**src/rtl/button_cond.sv**
```systemverilog
// button_cond: per-channel push-button conditioner.
// Sync, debounce, press/release pulses, long-press and auto-repeat.
module button_cond #(
  parameter int N_BTN           = 4,
  parameter int CLK_HZ          = 100_000_000,
  parameter int DEBOUNCE_MS     = 20,
  parameter int REPEAT_DELAY_MS = 500,
  parameter int REPEAT_RATE_MS  = 100,
  parameter int REPEAT_EN       = 1
) (
  input  logic             clk_100MHz,
  input  logic             reset_n,
  input  logic [N_BTN-1:0] btn_raw,
  output logic [N_BTN-1:0] btn_level,
  output logic [N_BTN-1:0] btn_press,
  output logic [N_BTN-1:0] btn_release,
  output logic [N_BTN-1:0] btn_long
);

  localparam int CPM  = CLK_HZ / 1000;
  localparam int DB_R = CPM * DEBOUNCE_MS;
  localparam int RD_R = CPM * REPEAT_DELAY_MS;
  localparam int RR_R = CPM * REPEAT_RATE_MS;
  localparam int DB   = (DB_R < 1) ? 1 : DB_R;
  localparam int RD   = (RD_R < 1) ? 1 : RD_R;
  localparam int RR   = (RR_R < 1) ? 1 : RR_R;
  localparam int HMAX = ((RD > RR) ? RD : RR) - 1;
  localparam int DBW  = (DB > 1) ? $clog2(DB) : 1;
  localparam int HCW  = (HMAX > 0) ? $clog2(HMAX + 1) : 1;

  localparam logic [DBW-1:0] DB_END = DBW'(DB - 1);
  localparam logic [HCW-1:0] RD_END = HCW'(RD - 1);
  localparam logic [HCW-1:0] RR_END = HCW'(RR - 1);
  localparam logic           REP_ON = (REPEAT_EN != 0);

  typedef enum logic [1:0] {
    IDLE,
    HOLD,
    REPEAT
  } state_t;

  logic [N_BTN-1:0] sync1;
  logic [N_BTN-1:0] sync2;

  // Two-flop synchronizer on every raw button bit
  always_ff @(posedge clk_100MHz or negedge reset_n) begin
    if (!reset_n) begin
      sync1 <= '0;
      sync2 <= '0;
    end else begin
      sync1 <= btn_raw;
      sync2 <= sync1;
    end
  end

  for (genvar i = 0; i < N_BTN; i++) begin : g_ch
    logic [DBW-1:0] db_cnt;
    logic           lvl;
    logic           diff;
    logic           done;
    logic           rise;
    logic           fall;
    state_t         st_q;
    state_t         st_d;
    logic [HCW-1:0] hc_q;
    logic [HCW-1:0] hc_d;
    logic           prs_q;
    logic           prs_d;
    logic           rel_q;
    logic           rel_d;
    logic           lng_q;
    logic           lng_d;

    assign diff = sync2[i] ^ lvl;
    assign done = diff && (db_cnt == DB_END);
    assign rise = done && !lvl;
    assign fall = done && lvl;

    // Debounce: count mismatch cycles, flip level at terminal count
    always_ff @(posedge clk_100MHz or negedge reset_n) begin
      if (!reset_n) begin
        db_cnt <= '0;
        lvl    <= 1'b0;
      end else begin
        if (!diff || done) begin
          db_cnt <= '0;
        end else begin
          db_cnt <= db_cnt + DBW'(1);
        end
        if (done) begin
          lvl <= ~lvl;
        end
      end
    end

    // Hold FSM state, hold counter and registered pulse outputs
    always_ff @(posedge clk_100MHz or negedge reset_n) begin
      if (!reset_n) begin
        st_q  <= IDLE;
        hc_q  <= '0;
        prs_q <= 1'b0;
        rel_q <= 1'b0;
        lng_q <= 1'b0;
      end else begin
        st_q  <= st_d;
        hc_q  <= hc_d;
        prs_q <= prs_d;
        rel_q <= rel_d;
        lng_q <= lng_d;
      end
    end

    // Next state; a level fall overrides everything so press never meets release
    always_comb begin
      st_d  = st_q;
      hc_d  = hc_q;
      prs_d = 1'b0;
      rel_d = 1'b0;
      lng_d = lng_q;
      if (fall) begin
        st_d  = IDLE;
        hc_d  = '0;
        rel_d = 1'b1;
        lng_d = 1'b0;
      end else begin
        unique case (st_q)
          IDLE: begin
            if (rise) begin
              st_d  = HOLD;
              hc_d  = '0;
              prs_d = 1'b1;
            end
          end
          HOLD: begin
            if (hc_q == RD_END) begin
              st_d  = REPEAT;
              hc_d  = '0;
              lng_d = 1'b1;
              prs_d = REP_ON;
            end else begin
              hc_d = hc_q + HCW'(1);
            end
          end
          REPEAT: begin
            if (hc_q == RR_END) begin
              hc_d  = '0;
              prs_d = REP_ON;
            end else begin
              hc_d = hc_q + HCW'(1);
            end
          end
          default: begin
            st_d = IDLE;
            hc_d = '0;
          end
        endcase
      end
    end

    assign btn_level[i]   = lvl;
    assign btn_press[i]   = prs_q;
    assign btn_release[i] = rel_q;
    assign btn_long[i]    = lng_q;
  end

endmodule

```
**config.mk**
```make
export PLATFORM = sky130hd
export DESIGN_NAME = button_cond
export DESIGN_NICKNAME = d
export VERILOG_FILES = /design/src/rtl/button_cond.sv
export SDC_FILE = /design/constraint.sdc
export NUM_CORES = 1
export LEC_CHECK = 0
export ABC_CLOCK_PERIOD_IN_PS = 3650
export CORE_MARGIN = 2
export CORE_UTILIZATION = 60
export DETAILED_ROUTE_END_ITERATION = 12
export PLACE_DENSITY = 0.74
export SYNTH_ARGS = -nofsm -noshare
export SYNTH_HDL_FRONTEND = slang
export SYNTH_SLANG_ARGS = --single-unit
export TNS_END_PERCENT = 10
```
**constraint.sdc**
```tcl
create_clock -name clk_100MHz -period 3.65 [get_ports clk_100MHz]
set_input_delay 0.73 -clock clk_100MHz [delete_from_list [all_inputs] [get_ports clk_100MHz]]
set_output_delay 0.73 -clock clk_100MHz [all_outputs]
set_load 0.005 [all_outputs]
```
==> impl_summary.md, run 1 <==
Status
The run finished with clean final reports.

Synthesis
The synthesized netlist occupies a cell area of 0.0119 sq mm. The adder-cell share of the synthesized area is 3.06%. The combinational family with the most area after synthesis is simple AND/OR/NAND/NOR gates. The area share of the leading cell type in the synthesized netlist is 46.4%. The most frequently used flop master after synthesis is dfrtp_1. Yosys printed 0 warnings. The synthesized netlist devotes 5.09% of its cell area to XOR and XNOR gates.

The complex-gate fraction of the synthesized area is 10.5%. The share of cell area taken by muxes after synthesis is 0.632%. After Yosys synthesis, and, or, nand and nor cells account for 30.9% of the synthesized area. Yosys mapped the design onto 58 distinct sky130hd cell types. After synthesis, the cell types taking the most area are dfrtp_1 46%, nand3_1 7.1%, nand2_1 5.2%, nor2_1 3.9%, ha_1 3.1%. The number of nets handed over by synthesis was 1342.

The number of flip-flops and latches in the synthesized netlist is 220. The async set or reset register ratio after synthesis is 100%. Averaged over all synthesized cells, the footprint is 9.08 sq um.

The library cell occupying the most area in the post-synthesis netlist is dfrtp_1. Sequential elements use 46.4% of the synthesized area. The number of flops mapped to enable cells by yosys is 0. Synthesis produced a netlist whose cell count is 1307.

Critical path
The cell occurring most often along the worst timing path is a21o_1. The critical setup path kind is reg -> reg. Data on the critical path arrives at its endpoint at 3.37 ns. The startpoint class of the critical path is a register. Traced cell by cell, the critical path runs through ha_1, and3_1, nand4_1, o41ai_1, a21oi_1, buf_4, a21o_1, a21o_1. The slowest stage of the critical path belongs to the cell o41ai_1.

The largest stage delay on the critical path is 0.76 ns. Of all nets on the critical path, the largest fanout is 11. The worst setup path is captured at a register. The data required time of the worst path is 4.05 ns.

Drt
The mean routed wirelength per cell is 15.6 microns. After detailed routing, the number of vias per cell comes to 6.09. The detail route stage leaves a number of antenna-violating nets equal to 0. In the routed design, unresolved DRC markers number 0. The routed wire length is 24700 microns. The violation count after the first detailed-route iteration is 513.

The detailed-router iteration count before antenna repair is 5. The routed layout has 9662 vias.

Finish
Cells with a size suffix above 1 make up 4.92% of the layout. Relative to the synthesized area, the layout overhead comes to 10.2%. The final-stage net count is 1346.

The most common cell after layout, fill and taps aside is dfrtp_1. The repair_antennas step left the layout with diodes totalling 0. In the layout the commonest cells are 220 x dfrtp_1, 168 x nand3_1, 166 x nand2_1. The core utilization of the finished layout is 67.2%.

The count of fill cells added during filler insertion is 1567.

Timing
Clock skew on the completed layout was measured at 0.00969 ns. Setup violations remaining at the end of the flow were counted as 0. After routing, the total negative slack on setup checks comes to 0 ns. The relative slew slack is 31.8%. For the pin with the worst max-slew slack, the measured transition is 1.02 ns. Setup repair after global routing left no endpoint under its margin.

The final critical-path required period is 2.98 ns. The number of slew-limit violations in the final report was 0. Final hold analysis gives a worst-case slack of 0.243 ns.

The final critical-path share of the clock period is 81.5%. The timing-limited maximum frequency is 336 MHz. The final hold violation count came to 0.

Place
The congestion estimate from routability-driven global placement came to 0.835. The number of I/O port buffers is 21. Detailed placement finished with a half-perimeter wire length of 16400 microns.

Pwr
IR analysis of the VDD net gives a maximum drop of 0.000362 V. The static leakage is 5.23 nW. For this design the ratio of total power to cell area is 389 mW/mm^2.

Clock network
Buffers inserted during clock tree synthesis total 25. CTS built an H-tree with a depth of 1. TritonCTS built the clock tree. The count of hold buffers inserted by post-cts repair is 0. The clock transition at the registers of the reported paths is 0.06 ns. In this run the post-CTS setup repair buffer count came out at 0. The number of gates resized after CTS was 0. The clock tree root driver cell is clkbuf_16. For the worst-skew pair, the clock arrives at the later sink with an insertion delay of 0.51 ns. The maximum root-to-sink buffer count is 3. The tree built by TritonCTS fans out to 220 sinks.

Global routing
For this run, the total global-route usage over all layers was measured as 24.4%. The initial antenna violation count is 0. The first global-routing pass estimated 42600 microns of wire.

The total overflow left after global routing is 0. The via count of the first global-routing pass is 9073. Entering global routing, the biggest net connects 102 pins.

Job
Across the run, the number of max-cap violations was 0.

Floorplan
The area of the core region is 0.0195 sq mm. The count of standard-cell rows is 51. The height of the die is 145 microns.

The die covers 0.0209 sq mm. The I/O pin total is 22. In this run the horizontal extent of the chip is 145 microns. The starting utilization of the core area is 61.0%.

Hold path
The path class of the lowest-slack min-delay path is in -> async.
where the power goes:
group / switching [mW] / internal (mW)
clock network: 0.941 / 1.58
logic: 0.0736 / 0.0242
registers: 0.0139 / 2.46
worst max-delay path: cells and delay by family (launching register included):
| family | cells | cell delay (ns) |
|---|---|---|
| AOI/OAI and AO/OA | 4 | 1.53 |
| and+or+nand+nor | 2 | 0.41 |
| DFF | 1 | 0.39 |
| buffers and inverters | 1 | 0.31 |
| adders and majority gates | 1 | 0.22 |
state kept, by name (all words and copies together) (netlist names):
name	count
sync1	4
g_ch.db_cnt	84
g_ch.hc_q	104
g_ch.prs_q	4
g_ch.rel_q	4
g_ch.st_q	8
g_ch.lng_q	4
g_ch.lvl	4
sync2	4
per-stage QoR:
stage                     total power, mW  setup slack, ns  instances  cell area [sq um]
after floorplan                      2.54            0.921       1307              11900
after global placement               2.61            0.777       1549              12300
after detailed placement             2.61            0.707       1549              12300
after CTS                            5.15            0.683       1587              13100
after global routing                 5.27            0.387       1587              13100
final                                5.09            0.674       1587              13100
path summary, 6_finish.rpt:
check                                                  from                      endpoint  slack (ns)  depth (start not counted)
max in group asynchronous                           reset_n   g_ch[0].hc_q[3]$_DFFE_PN0P_        2.56                          2
min in group clk_100MHz                  sync1[1]$_DFF_PN0_            sync2[1]$_DFF_PN0_        0.35                          0
worst max register to register  g_ch[1].hc_q[0]$_DFFE_PN0P_  g_ch[1].hc_q[22]$_DFFE_PN0P_        0.67                          8
worst min register to register           sync1[1]$_DFF_PN0_            sync2[1]$_DFF_PN0_        0.35                          0
worst max-delay path            g_ch[1].hc_q[0]$_DFFE_PN0P_  g_ch[1].hc_q[22]$_DFFE_PN0P_        0.67                          8
worst min-delay path                                reset_n            sync2[3]$_DFF_PN0_        0.24                          1
cell usage after synthesis, drive strengths merged, types with 4 or more instances:
master and number:
nand2 166, nor4b 11, nor3 37, a21o 16, xnor2 29, o41ai 8
or2 7, o41a 6, and3 18, or3 48, ha 29, nand3 168
clkbuf 38, mux2 4, nor2b 5, nor4 20, xor2 40, o21ai 44
nand2b 10, dfrtp 220, o311ai 43, nand4 48, buf 20, o211ai 4
or4 11, nor4bb 9, a21oi 24, inv 31, nor3b 9, and2 8
o31ai 4, nor2 124, a22o 4, and4 12
cells by family after synthesis:
family / Yosys count
muxes: 7
DFF: 220
buffers and inverters: 89
AOI/OAI and AO/OA: 173
adders and majority gates: 29
xor gates and xnor gates: 69
and+or+nand+nor: 720
per-layer routing:
metal / part of all wire (%) / global-route usage, % / vias up
li1: - / - / 4782
met1: 48 / 35.2 / 4665
met2: 47 / 39.6 / 188
met5: 0 / 0 / -
met3: 4.2 / 3.65 / 27
met4: 1.4 / 5.21 / 0
layout make-up:
type                    instances  area (sq um)  area share, %
inverters                      31           116          0.889
well taps                     265           332           2.53
clock inverters                 5           100          0.765
clock buffers                  33           726           5.55
repair buffers                 35           345           2.64
flip-flops and latches        220          5510           42.1
multi-input cells             998          5960           45.6
(Power assumes the default switching activity.)
==> run 2: changes to the inputs <==
--- a/config.mk
+++ b/config.mk
@@ -5,7 +5,7 @@
 export SDC_FILE = /design/constraint.sdc
 export NUM_CORES = 1
 export LEC_CHECK = 0
-export ABC_CLOCK_PERIOD_IN_PS = 3650
+export ABC_CLOCK_PERIOD_IN_PS = 3010
 export CORE_MARGIN = 2
 export CORE_UTILIZATION = 60
 export DETAILED_ROUTE_END_ITERATION = 12
==> constraint.sdc (replaced) <==
create_clock -name clk_100MHz -period 3.01 [get_ports clk_100MHz]
set_input_delay 0.602 -clock clk_100MHz [delete_from_list [all_inputs] [get_ports clk_100MHz]]
set_output_delay 0.602 -clock clk_100MHz [all_outputs]
set_load 0.005 [all_outputs]
==> impl_summary.md, run 2 (same netlist as run 1, synthesis figures left out) <==
Global routing
The layer with the highest usage after global routing is met2. The largest net degree at the start of global routing is 71 (-30%). The initial antenna violation count was 0 (unchanged). The met3 global-route usage is 3.26% (-0.39 points). The first-pass GRT wire length is 43700 microns (+2.6%).

The via count of the first global-routing pass came to 9324 (+2.8%). The total global-route track usage is 25.1% (+0.67 points). The met1 demand-to-capacity share in global routing is 34.8% (-0.42 points).

The met2 routing resource usage after global routing is 42.6% (+3.0 points). The overall overflow remaining after global route is 0 (unchanged).

Timing
The final critical-path share of the clock period came to 96.0% (+15 points). The final critical-path required period is 2.89 ns (-0.0849 ns). Setup repair after global routing left no endpoint under its margin.

The transition time at the pin with the least slew margin is 0.975 ns (-0.0477 ns). The worst setup skew after layout is 0.00900 ns (-0.000694 ns). The timing-limited maximum frequency was 346 MHz (+2.9%). The setup TNS is 0 ns (unchanged). The number of slew-limit violations in the final report is 0 (unchanged). The relative slew slack came to 35.0% (+3.2 points). The total of endpoints with negative setup slack in the final report is 0 (unchanged). The smallest setup slack after layout is 0.119 ns (-0.555 ns). The final hold violation count is 0 (unchanged).

Floorplan
The area of the die is 0.0209 sq mm (unchanged). The count of standard-cell rows is 51 (unchanged). The area of the core region is 0.0195 sq mm (unchanged).

The starting utilization of the core area is 61.0% (unchanged). The I/O pin total is 22 (unchanged). The height of the die came to 145 microns (unchanged).

The floorplan die width is 145 microns (unchanged).

Critical path
The critical path endpoint category is a register. The kind of cell adding the most delay to the critical path is simple AND/OR/NAND/NOR gates. The critical setup path kind is reg -> reg. The critical path goes through or4_1, or4_1, o31a_1, a211o_4, or4_1, o221ai_1.

The critical path's slowest cell is or4_1. The number of cells on the worst reg-to-reg path was 6 (-2). The maximum net fanout on the critical path is 17 (+6). The startpoint class of the critical path is a register.

The largest stage delay on the critical path is 0.64 ns (-0.12 ns). The critical path arrival is 3.32 ns (-0.05 ns). The data required time of the worst path came to 3.44 ns (-0.61 ns). The cell occurring most often along the worst timing path is or4_1. The number of buffer and inverter stages on the critical path came to 0 (-1). The logic depth of the worst setup path including buffers is 6 (-2).

Clock network
The clock transition at the registers of the reported paths came to 0.06 ns (about the same). The total setup buffers inserted after CTS was 0 (unchanged). The TritonCTS sink count was 220 (unchanged). The CTS buffer count is 24 (-4.0%). The level count of the clock H-tree is 1 (unchanged). The clock tree root driver cell is clkbuf_16.

The count of hold buffers inserted by post-cts repair was 0 (unchanged). TritonCTS built the clock tree. The worst-skew pair later-pin latency is 0.52 ns (about the same). The post-cts repair resize count came to 0 (unchanged). The maximum root-to-sink buffer count is 3 (unchanged).

Finish
The final-stage net count is 1360 (+1.0%). The antenna diode instance count is 0 (unchanged). The layout overhead on the synthesized area is 11.6%.

The most common cell after layout, fill and taps aside is dfrtp_1. The flip-flop count of the largest register, all copies and words added is 104 (unchanged). The largest register by flop count is g_ch.hc_q. The share of layout cells above drive strength 1 is 6.18% (+1.3 points). The largest registers in the layout are g_ch.hc_q: 104 flops, g_ch.db_cnt: 84 flops, g_ch.st_q: 8 flops.

Leaving out fill and tap cells, the most frequent cells in the layout are 220 x dfrtp_1, 168 x nand3_1, 166 x nand2_1.

Job
The number of max-capacitance violations reported came to 0 (unchanged).

Pwr
The peak supply drop is 0.000405 V (+12%). The power density relative to cell area is 479 mW/mm^2 (+23%). The static leakage is 5.32 nW (+1.7%).

Drt
The violation count after the first detailed-route iteration is 649 (+27%). The via count was 9866 (+2.1%). The post-detailed-route DRC marker count came to 0 (unchanged).

The average vias per placed instance came to 6.14 (+0.78%). The remaining antenna violation count after routing is 0 (unchanged). The detailed-router iteration count before antenna repair is 5 (unchanged). The routed wire length is 25200 microns (+1.9%). The mean routed wirelength per cell was 15.7 microns (+0.57%).

Place
The final weighted congestion in routability-driven placement is 0.864 (+3.5%). The placed wire-length estimate after detailed placement is 16700 microns (+1.8%). The number of I/O port buffers is 21 (unchanged). The setup slack after placement is 0.150 ns (-0.556 ns).

Status
The run finished with clean final reports.

Hold path
The path class of the lowest-slack min-delay path is in -> async.
run 2: cell types whose count changed in the layout (fill, tap and decap cells not counted):
cell,previous run,this run
buf_4,12,27
clkbuf_8,7,3
clkinv_2,2,6
clkbuf_1,1,4
bufinv_16,3,5
clkinvlp_4,0,1
run 2: report_power, final:
part,internal [mW],total [mW],switching [mW]
Clock,2.02,3.22,1.21
Combinational,0.0311,0.121,0.0897
Sequential,2.98,2.99,0.0168
run 2: layout make-up:
type	count	area [sq um]
Timing Repair Buffer	50	458
Sequential cell	220	5510
Clock inverter	12	188
Tap cell	265	332
Inverter	31	116
Clock buffer	32	682
Multi-Input combinational cell	998	5960
Fill cell	1530	6220
run 2: final timing paths:
check                                                 start                      endpoint  slack, ns
min in group clk_100MHz                  sync1[1]$_DFF_PN0_            sync2[1]$_DFF_PN0_       0.35
worst min-delay path                                reset_n            sync2[3]$_DFF_PN0_       0.02
worst max-delay path            g_ch[0].db_cnt[9]$_DFF_PN0_  g_ch[0].hc_q[11]$_DFFE_PN0P_       0.12
max in group asynchronous                           reset_n  g_ch[2].db_cnt[13]$_DFF_PN0_       2.18
worst max register to register  g_ch[0].db_cnt[9]$_DFF_PN0_  g_ch[0].hc_q[11]$_DFFE_PN0P_       0.12
worst min register to register           sync1[1]$_DFF_PN0_            sync2[1]$_DFF_PN0_       0.35
run 2: layer usage:
layer | wire (microns) | vias to the layer above
li1 | - | 4823
met1 | 11700 | 4807
met2 | 12100 | 202
met3 | 998 | 34
met4 | 432 | 0
met5 | 0 | -
run 2: through the flow:
| step | area (sq um) | util [%] | hold WS [ns] | cells | power [mW] |
|---|---|---|---|---|---|
| 4_1_cts | 13200 | 68.0 | 0.0358 | 1608 | 6.39 |
| 3_5_place_dp | 12400 | 63.6 | 0.340 | 1564 | 3.17 |
| 6_report | 13200 | 68.0 | 0.0166 | 1608 | 6.34 |
| 3_3_place_gp | 12400 | 63.6 | 0.336 | 1564 | 3.17 |
| 2_1_floorplan | 11900 | - | 0.306 | 1307 | 3.09 |
| 5_1_grt | 13200 | 68.0 | 0.0603 | 1608 | 6.54 |
